<file path="src/rtl/fib_seq_gen_if.sv">
// Stream/control bundle for the Fibonacci sequence generator.
// master drives commands and out_ready; slave is the generator.
interface fib_seq_gen_if #(
  parameter int WIDTH = 8,
  parameter int CNT_W = 8
);
  logic             start;
  logic [WIDTH-1:0] seed0;
  logic [WIDTH-1:0] seed1;
  logic [CNT_W-1:0] length;
  logic [1:0]       mode;
  logic [WIDTH-1:0] out_data;
  logic             out_valid;
  logic             out_ready;
  logic             out_last;
  logic [CNT_W-1:0] out_idx;
  logic             busy;
  logic             done;
  logic             ovf;

  modport master (
    output start, seed0, seed1, length, mode, out_ready,
    input  out_data, out_valid, out_last, out_idx, busy, done, ovf
  );

  modport slave (
    input  start, seed0, seed1, length, mode, out_ready,
    output out_data, out_valid, out_last, out_idx, busy, done, ovf
  );
endinterface

</file>
<file path="src/rtl/fib_seq_gen.sv">
// Fibonacci-style term generator with wrap/stop/saturate overflow handling
// and a valid/ready output stream.
module fib_seq_gen #(
  parameter int WIDTH = 8,
  parameter int CNT_W = 8
) (
  input  logic         clk,
  input  logic         restart_n,
  fib_seq_gen_if.slave bus
);
  typedef enum logic {IDLE = 1'b0, RUN = 1'b1} state_t;

  localparam logic [CNT_W-1:0] CNT_ONE = CNT_W'(1);

  state_t           state, state_nxt;
  logic [WIDTH-1:0] f1, f2;
  logic             f1_tag, f2_tag;
  logic [CNT_W-1:0] idx, len;
  logic [1:0]       mode_r;
  logic             ovf_r, done_r;

  logic             load, zero_start, hs, last, run;
  logic             idx_last, stop_mode, sat_mode, carry;
  logic [WIDTH:0]   sum;
  logic [WIDTH-1:0] f_next;

  function automatic logic [WIDTH:0] add_ext(input logic [WIDTH-1:0] a,
                                             input logic [WIDTH-1:0] b);
    return {1'b0, a} + {1'b0, b};
  endfunction

  function automatic logic [WIDTH-1:0] sat_term(input logic [WIDTH:0] s,
                                                input logic sat);
    return (sat && s[WIDTH]) ? {WIDTH{1'b1}} : s[WIDTH-1:0];
  endfunction

  // Mode 11 decodes as neither stop nor saturate, i.e. wrap.
  assign stop_mode = (mode_r == 2'b01);
  assign sat_mode  = (mode_r == 2'b10);
  assign sum       = add_ext(f1, f2);
  assign carry     = sum[WIDTH];
  assign f_next    = sat_term(sum, sat_mode);
  assign idx_last  = (idx == (len - CNT_ONE));

  always_ff @(posedge clk or negedge restart_n) begin
    if (!restart_n) state <= IDLE;
    else            state <= state_nxt;
  end

  always_comb begin
    state_nxt  = state;
    load       = 1'b0;
    zero_start = 1'b0;
    hs         = 1'b0;
    last       = 1'b0;
    run        = 1'b0;
    case (state)
      IDLE: begin
        if (bus.start) begin
          if (bus.length != '0) begin
            load      = 1'b1;
            state_nxt = RUN;
          end else begin
            zero_start = 1'b1;
          end
        end
      end
      RUN: begin
        run  = 1'b1;
        last = idx_last | (stop_mode & f1_tag);
        hs   = bus.out_ready;
        if (hs && last) state_nxt = IDLE;
      end
      default: state_nxt = IDLE;
    endcase
  end

  always_ff @(posedge clk or negedge restart_n) begin
    if (!restart_n) begin
      f1     <= '0;
      f2     <= '0;
      f1_tag <= 1'b0;
      f2_tag <= 1'b0;
      idx    <= '0;
      len    <= '0;
      mode_r <= 2'b00;
      ovf_r  <= 1'b0;
      done_r <= 1'b0;
    end else begin
      done_r <= zero_start | (hs & last);
      // ovf tracks the current term's tag; stop mode also flags the term it refused to emit.
      if (load || zero_start)
        ovf_r <= 1'b0;
      else if (hs && f1_tag && (stop_mode || !idx_last))
        ovf_r <= 1'b1;
      if (load) begin
        f2     <= bus.seed0;
        f1     <= bus.seed1;
        f1_tag <= 1'b0;
        f2_tag <= 1'b0;
        idx    <= '0;
        len    <= bus.length;
        mode_r <= bus.mode;
      end else if (hs && !last) begin
        f2     <= f1;
        f2_tag <= f1_tag;
        f1     <= f_next;
        f1_tag <= carry | f1_tag;
        idx    <= idx + CNT_ONE;
      end
    end
  end

  assign bus.out_valid = run;
  assign bus.out_data  = run ? f2 : '0;
  assign bus.out_idx   = run ? idx : '0;
  assign bus.out_last  = last;
  assign bus.busy      = run;
  assign bus.done      = done_r;
  assign bus.ovf       = ovf_r;

  logic unused_tag;
  assign unused_tag = f2_tag;
endmodule

</file>
<file path="src/flat_wrapper.sv">
// flat-port wrapper written by rule: the top's interface ports become plain ports
module fib_seq_gen_flat 
#(
  parameter int WIDTH = 8,
  parameter int CNT_W = 8
)
  (clk, restart_n, bus_start, bus_seed0, bus_seed1, bus_length, bus_mode, bus_out_ready, bus_out_data, bus_out_valid, bus_out_last, bus_out_idx, bus_busy, bus_done, bus_ovf);
  fib_seq_gen_if #(.WIDTH(WIDTH), .CNT_W(CNT_W)) bus_i ();
  input  logic clk;
  input  logic restart_n;
  input wire logic [$bits(bus_i.start)-1:0] bus_start;
  input wire logic [$bits(bus_i.seed0)-1:0] bus_seed0;
  input wire logic [$bits(bus_i.seed1)-1:0] bus_seed1;
  input wire logic [$bits(bus_i.length)-1:0] bus_length;
  input wire logic [$bits(bus_i.mode)-1:0] bus_mode;
  input wire logic [$bits(bus_i.out_ready)-1:0] bus_out_ready;
  output wire logic [$bits(bus_i.out_data)-1:0] bus_out_data;
  output wire logic [$bits(bus_i.out_valid)-1:0] bus_out_valid;
  output wire logic [$bits(bus_i.out_last)-1:0] bus_out_last;
  output wire logic [$bits(bus_i.out_idx)-1:0] bus_out_idx;
  output wire logic [$bits(bus_i.busy)-1:0] bus_busy;
  output wire logic [$bits(bus_i.done)-1:0] bus_done;
  output wire logic [$bits(bus_i.ovf)-1:0] bus_ovf;
  assign bus_i.start = bus_start;
  assign bus_i.seed0 = bus_seed0;
  assign bus_i.seed1 = bus_seed1;
  assign bus_i.length = bus_length;
  assign bus_i.mode = bus_mode;
  assign bus_i.out_ready = bus_out_ready;
  assign bus_out_data = bus_i.out_data;
  assign bus_out_valid = bus_i.out_valid;
  assign bus_out_last = bus_i.out_last;
  assign bus_out_idx = bus_i.out_idx;
  assign bus_busy = bus_i.busy;
  assign bus_done = bus_i.done;
  assign bus_ovf = bus_i.ovf;
  fib_seq_gen #(.WIDTH(WIDTH), .CNT_W(CNT_W)) u_core (.clk(clk), .restart_n(restart_n), .bus(bus_i));
endmodule
</file>
<file path="config.mk">
export PLATFORM = sky130hd
export DESIGN_NAME = fib_seq_gen_flat
export DESIGN_NICKNAME = d
export VERILOG_FILES = /design/src/rtl/fib_seq_gen_if.sv /design/src/rtl/fib_seq_gen.sv /design/src/flat_wrapper.sv
export SDC_FILE = /design/constraint.sdc
export NUM_CORES = 1
export LEC_CHECK = 0
export ABC_CLOCK_PERIOD_IN_PS = 2600
export CAP_MARGIN = 20
export CORE_MARGIN = 2
export CORE_UTILIZATION = 30
export CTS_CLUSTER_SIZE = 12
export DETAILED_ROUTE_END_ITERATION = 12
export GPL_TIMING_DRIVEN = 0
export PLACE_DENSITY = 0.58
export SKIP_CTS_REPAIR_TIMING = 1
export SLEW_MARGIN = 20
export SYNTH_ARGS = -nofsm -noshare
export SYNTH_HDL_FRONTEND = slang
export SYNTH_SLANG_ARGS = --single-unit
</file>
<file path="constraint.sdc">
create_clock -name clk -period 2.6 [get_ports clk]
set_input_delay 0.65 -clock clk [delete_from_list [all_inputs] [get_ports clk]]
set_output_delay 0.65 -clock clk [all_outputs]
set_load 0.05 [all_outputs]
</file>
==> flow_summary_export.csv <==
group,metric,value,unit
place,hpwl,4910,µm
finish,layout_commonest_cell,"nand2_1",
yosys,synth_nets,313,
floorplan,fp.dieW,94.0,µm
global_route,grt_pass1_wl,11000,µm
routing,drc,0,
floorplan,die_y,94.0,µm
finish,stdcell_area,0.00339,mm²
yosys,yosys_warnings,0,
floorplan,die-area,0.00884,mm²
floorplan,pin_count,51,
place,post-place-cells,425,
global_route,grt_overflow_total,0,
yosys,ys_ff_latch,38,
finish,syn_to_final_growth,39.4,%
sta,slew-limit-headroom,62.0,%
critical_path,crit_arrival,2.20,ns
critical_path,crit_required,1.95,ns
yosys,yosysSeqAreaShare,39.1,%
sta,fin_crit,2.85,ns
place,placement.io_buffers,50,
sta,rsz0062_at_grt,"yes",
clocking,clockRootBuffer,"clkbuf_8",
sta,skew,0.00484,ns
clocking,cts_buffers,5,
sta,setup_tns,-0.253,ns
routing,viasPerCell,5.03,
yosys,ys_types,48,
clocking,clkTransAtPathRegs,0.07,ns
routing,ant_nets,0,
power,p_per_area,1430,mW/mm²
yosys,syn_inst,272,
job,cap_viol_max_count,0,
clocking,h-tree-depth,2,
power,ir_worst_vdd,0.534,mV
global_route,grt_usage,16.4,%
min_path,holdCritPathClass,"in -> async",
place,gp_congestion,0.873,
clocking,cts.sink_count,38,
critical_path,end_kind,"output port",
global_route,antenna_found_initial,0,
status,violations,"setup timing",
power,finalPower,4.84,mW
clocking,cts_buffer_depth,2,
critical_path,worstPathMaxFanout,3,
floorplan,core,0.00781,mm²
sta,worst_slack,-0.253,ns
global_route,grt_max_degree,24,
floorplan,num_rows,32,
finish,fin_cells,439,
finish,most-common-layout-cells,"nand2_1 (44), dfrtp_1 (36), clkdlybuf4s50_1 (32), nor2_1 (26), and2_1 (18)",
routing,drtIter0Drc,112,
sta,period_share,110,%
place,dpl_cell_area,0.00308,mm²
global_route,grt_pass1_vias,2139,
finish,drive_above_1_share,17.2,%
routing,vias,2210,
yosys,syn_area,0.00243,mm²
sta,worst_slew_pin_slew,0.571,ns
routing,wire_per_inst,15.9,µm
yosys,synth_area_per_cell,8.94,µm²
routing,drt_wl_total,6990,µm
critical_path,start_kind,"flip-flop",
sta,setup_viol,1,
status,outcome,"complete, but fails checks",
routing,dr.pass1.iters,5,
sta,slew_viol_final,0,
clocking,cts_tree,"yes",
sta,max_freq,350,MHz
critical_path,criticalPathCategory,"reg -> out",
power,power_leakage,1.67,nW
clocking,insertion_delay,0.29,ns
floorplan,start_util,31.1,%
finish,final_net_count,379,
finish,num_antenna_cells,0,
sta,hold_viol_final,0,
## worst max-delay path, cell delays in order, from the launching register on
cell and delay (ns):
dfrtp_1 0.44, nor4_4 0.33, buf_4 0.17, a21oi_1 0.06, o211a_1 0.24, o21a_4 0.22, nand2b_4 0.15, and2_4 0.16
buf_6 0.14
## final cells by class
class | count | area, µm²
buffer | 12 | 81.3
multi-input combinational | 216 | 1510
fill | 784 | 4420
inverter | 6 | 22.5
timing repair buffer | 59 | 617
tap | 102 | 128
sequential | 38 | 953
clock buffer | 6 | 82.6
## routing by layer
layer	wire [µm]	share of wire, %	track usage (%)	up-vias
met4	84	1.2	4.71	0
li1	-	-	-	1089
met3	241	3.5	2.57	6
met5	0	0	0	-
met2	3080	44	24.9	44
met1	3580	51	23.9	1071
## registers in the layout (all words and copies together), names as in the netlist
register,count
u_core.f1,8
u_core.len,8
u_core.bus.ovf,1
u_core.bus.done,1
u_core.mode_r,2
u_core.f1_tag,1
u_core.idx,8
u_core.f2,8
u_core.state,1
## per-stage QoR
stage	setup WS, ns	hold WS (ns)	utilization, %
after detailed placement	-1.00	0.496	39.4
after CTS	-1.35	0.287	40.5
after floorplan	0.0210	0.354	-
after global routing	-0.352	0.301	43.4
after global placement	-0.945	0.487	39.2
final	-0.253	0.282	43.4
## logic make-up after synthesis
family | Yosys count | share of synthesized area [%]
compound gates | 57 | 17.5
xor+xnor | 18 | 6.48
fa+ha+maj | 11 | 5.97
buf+inv | 18 | 4.01
flops | 38 | 39.1
mux | 4 | 1.65
simple gates | 126 | 25.3
## final timing paths
kind,startpoint,to,slack (ns),cells past startpoint
max in group asynchronous,restart_n,u_core.f1[3],1.85,2
worst min register to register,u_core.bus.ovf,u_core.bus.ovf,0.52,1
worst max register to register,u_core.f2[0],u_core.f1[6],0.10,9
worst min-delay path,restart_n,u_core.len[6],0.28,1
worst max-delay path,u_core.len[5],bus_out_last,-0.25,8
min in group clk,u_core.bus.ovf,u_core.bus.ovf,0.52,1
## synth_stat cells, drive strengths merged
cell     count  area [µm²]
nand2       45         169
dfrtp       38         951
nor2        28         105
and2        19         119
o21ai       16        80.1
ha          10         125
xor2        10        87.6
a21oi        9        45.0
a221o        8        80.1
clkbuf       8        30.0
xnor2        8        70.1
inv          6        22.5
nor3         6        30.0
a211oi       5        52.6
nand2b       5        31.3
nand3        5        25.0
nor4         5        46.3
and3         4        25.0
buf          4        45.0
mux2i        4        40.0
nand4        4        25.0
o2bb2ai      3        26.3
o21a         2        15.0
o22ai        2        26.3
or2          2        15.0
a21o         1        7.51
a31o         1        8.76
a31oi        1        6.26
a32o         1        10.0
a32oi        1        8.76
fa           1        20.0
nand3b       1        7.51
nor3b        1        7.51
nor4b        1        8.76
o2111ai      1        8.76
o211a        1        10.0
o211ai       1        7.51
o21bai       1        7.51
o311ai       1        8.76
o31ai        1        7.51
o41ai        1        8.76
## power breakdown
part           switching, mW  internal (mW)  leakage [nW]
Sequential             0.304          0.867         0.460
Combinational           1.85           1.40          1.16
Clock                  0.208          0.205        0.0431
Total                   2.36           2.47          1.67
Note: power is estimated with default switching activity, not from simulation.
==> patch 1, RTL diff (config.mk and constraints unchanged) <==
`WIDTH` is set to 8 in 3 places; all go to 6.
--- a/src/rtl/fib_seq_gen_if.sv
+++ b/src/rtl/fib_seq_gen_if.sv
@@ -3,3 +3,3 @@
 interface fib_seq_gen_if #(
-  parameter int WIDTH = 8,
+  parameter int WIDTH = 6,
   parameter int CNT_W = 8
--- a/src/rtl/fib_seq_gen.sv
+++ b/src/rtl/fib_seq_gen.sv
@@ -3,3 +3,3 @@
 module fib_seq_gen #(
-  parameter int WIDTH = 8,
+  parameter int WIDTH = 6,
   parameter int CNT_W = 8
--- a/src/flat_wrapper.sv
+++ b/src/flat_wrapper.sv
@@ -3,3 +3,3 @@
 #(
-  parameter int WIDTH = 8,
+  parameter int WIDTH = 6,
   parameter int CNT_W = 8
Interface: changed (resized bus_out_data, bus_seed0 and bus_seed1); port bits go from 51 to 45. No check against the original RTL was run, so the function may have changed too.
==> patch 1 against the unedited design <==
  * The run still ends with setup timing left
  * Global-route usage fell by 1.2 points
  * Setup slack improved by 0.011 ns
  * Cell area fell by 8.9%
  * Clock skew rose by 0.0056 ns
  * Critical path depth rose by 1
  * Total power fell by 14%
  * Worst hold slack got worse by 0.0081 ns
  * Sequential power fell by 11%
  * Synthesized area fell by 7.0%
  * Wire length fell by 10%
  * Sequential cell count fell by 4
  * Sequential share of layout area fell by 0.42 points
  * Largest cell class unchanged
==> patch 1: results (changes against the unedited design) <==
Outcome
  • Status: finished with violations
  • Failing checks: setup timing

Worst setup path
  • Delay-heaviest family, CP: compound AO/OA/AOI/OAI gates
  • Slowest stage cell, crit path: dfrtp_1
  • Reg2Reg Depth: 10 (+1)
  • Crit path DAT: 2.19 ns
  • RR Startpoint: u_core.len[1]
  • Crit-path max FO: 8 (+5)
  • R2r endpoint: u_core.f2[4]
  • Slack of the worst reg-to-reg path: 0.35 ns (+0.25 ns)

Global route
  • Gr usage total: 15.2% (-1.2 points)
  • Vias in the first global route: 2052 (-4.1%)
  • First-pass GRT wire length: 10.2 mm (-7.8%)
  • Largest net degree at the start of global routing: 22 (-8.3%)
  • Antenna violations before repair: 0 (unchanged)

Yosys
  • Warnings, synthesis: 0 (unchanged)
  • Compound-Gate Fraction of Synth Area: 18.6% (+1.1 points)
  • Top FF cell, synth: dfrtp_1
  • Top cells by area, synth: dfrtp_1, nand2_1, mux2i_1
  • Syn Nets: 288 (-8.0%)
  • Netlist cell types: 45 (-6.3%)
  • Mux share of post-synthesis cell area: 5.76% (+4.1 points)
  • Post-Synthesis Cells: 253 (-7.0%)
  • Top post-synthesis cells by count: nand2_1, dfrtp_1, nor2_1
  • Synth async-reset ratio: 100% (unchanged)
  • Post-synthesis xor/xnor area fraction: 4.65% (-1.8 points)
  • Sequential element share of the synthesized area: 37.6% (-1.5 points)
  • Post-Synth Adder-Cell Area: 5.31% (-0.66 points)

Placement
  • IO buf count: 44 (-12%)
  • Instance area after placement: 2850 um2 (-7.3%)
  • Placed Instances: 397 (-6.6%)
  • GPL Wtd Cong: 0.790 (-9.6%)
  • Post-DP HPWL: 4.49 mm (-8.5%)

Clocking
  • Reg clk slew, reported paths: 0.08 ns
  • CTS Buf Count: 5 (unchanged)
  • Clk buf depth: 2 (unchanged)

Layout
  • Share of layout cells above drive strength 1: 21.3% (+4.1 points)
  • Nets: 349 (-7.9%)
  • # fillers: 771 (-1.7%)

Run
  • Max_cap viols: 0 (unchanged)

Power and ir drop
  • Leakage: 1.36 nW (-19%)
  • Maximum VDD drop: 0.482 mV (-9.6%)

Route
  • DR iter-0 viols: 88 (-21%)
  • Vias per inst: 4.94 (-1.8%)
  • Routed wire per std cell: 15.1 um (-4.8%)
  • WL final: 6.27 mm (-10%)
  • DR pass1 iterations: 4 (-1)

Min path
  • Min-Delay Path Class: input pin to asynchronous set/reset pin

Timing
  • Hold_ws: 0.274 ns (-0.00810 ns)
  • Fin. max-slew vios: 0 (unchanged)
  • Skew final: 0.0104 ns (+0.00555 ns)
  • Least-Margin Pin Slew: 0.711 ns (+0.140 ns)
  • Setup slack after layout: -0.242 ns (+0.0111 ns)
  • Final setup vio count: 1 (unchanged)
[patch 1: how the worst max path moves through the flow]
stage,from,endpoint,slack (ns),cells past startpoint
6_report,u_core.len[1],bus_out_last,-0.24,9
5_1_grt,u_core.len[1],bus_out_last,-0.32,9
4_1_cts,u_core.len[0],bus_out_last,-1.24,9
3_5_place_dp,u_core.len[0],bus_out_last,-0.90,9
3_3_place_gp,u_core.len[0],bus_out_last,-0.88,9
2_1_floorplan,u_core.len[0],bus_out_last,0.02,8
[patch 1: per-layer routing]
metal	share of wire [%]	GRT usage, %
met1	47	20.7
met2	46	24.6
met3	5.4	3.26
met4	1.6	3.79
met5	0	0
[patch 1: cell families (layout without fill, tap and decap cells)]
| logic type | Yosys count | in the layout |
|---|---|---|
| compound gates | 56 | 56 |
| xor+xnor | 12 | 12 |
| fa+ha+maj | 9 | 9 |
| buf+inv | 21 | 83 |
| flops | 34 | 34 |
| mux | 13 | 13 |
| simple gates | 108 | 108 |
[patch 1: stage by stage]
step | setup slack [ns] | setup TNS [ns]
floorplan | 0.0229 | 0
global placement | -0.880 | -5.74
detailed placement | -0.901 | -5.79
CTS | -1.24 | -7.00
global route | -0.317 | -0.317
finish | -0.242 | -0.242
[patch 1: layout make-up]
cell class	instances	area [um2]	area share, %
multi-input cells	198	1420	45.8
flip-flops and latches	34	856	27.7
clock inverters	1	5.00	0.162
plain buffers	12	68.8	2.23
inverters	8	30.0	0.972
clock buffers	7	86.3	2.79
well taps	99	124	4.01
repair buffers	55	503	16.3
[patch 1: power by group]
group	leakage [nW]	internal (W)	switching [W]	total, W
clock network	0.0482	0.000214	0.000196	0.000410
registers	0.404	0.000760	0.000279	0.00104
logic	0.904	0.00113	0.00158	0.00271
total	1.36	0.00210	0.00206	0.00416
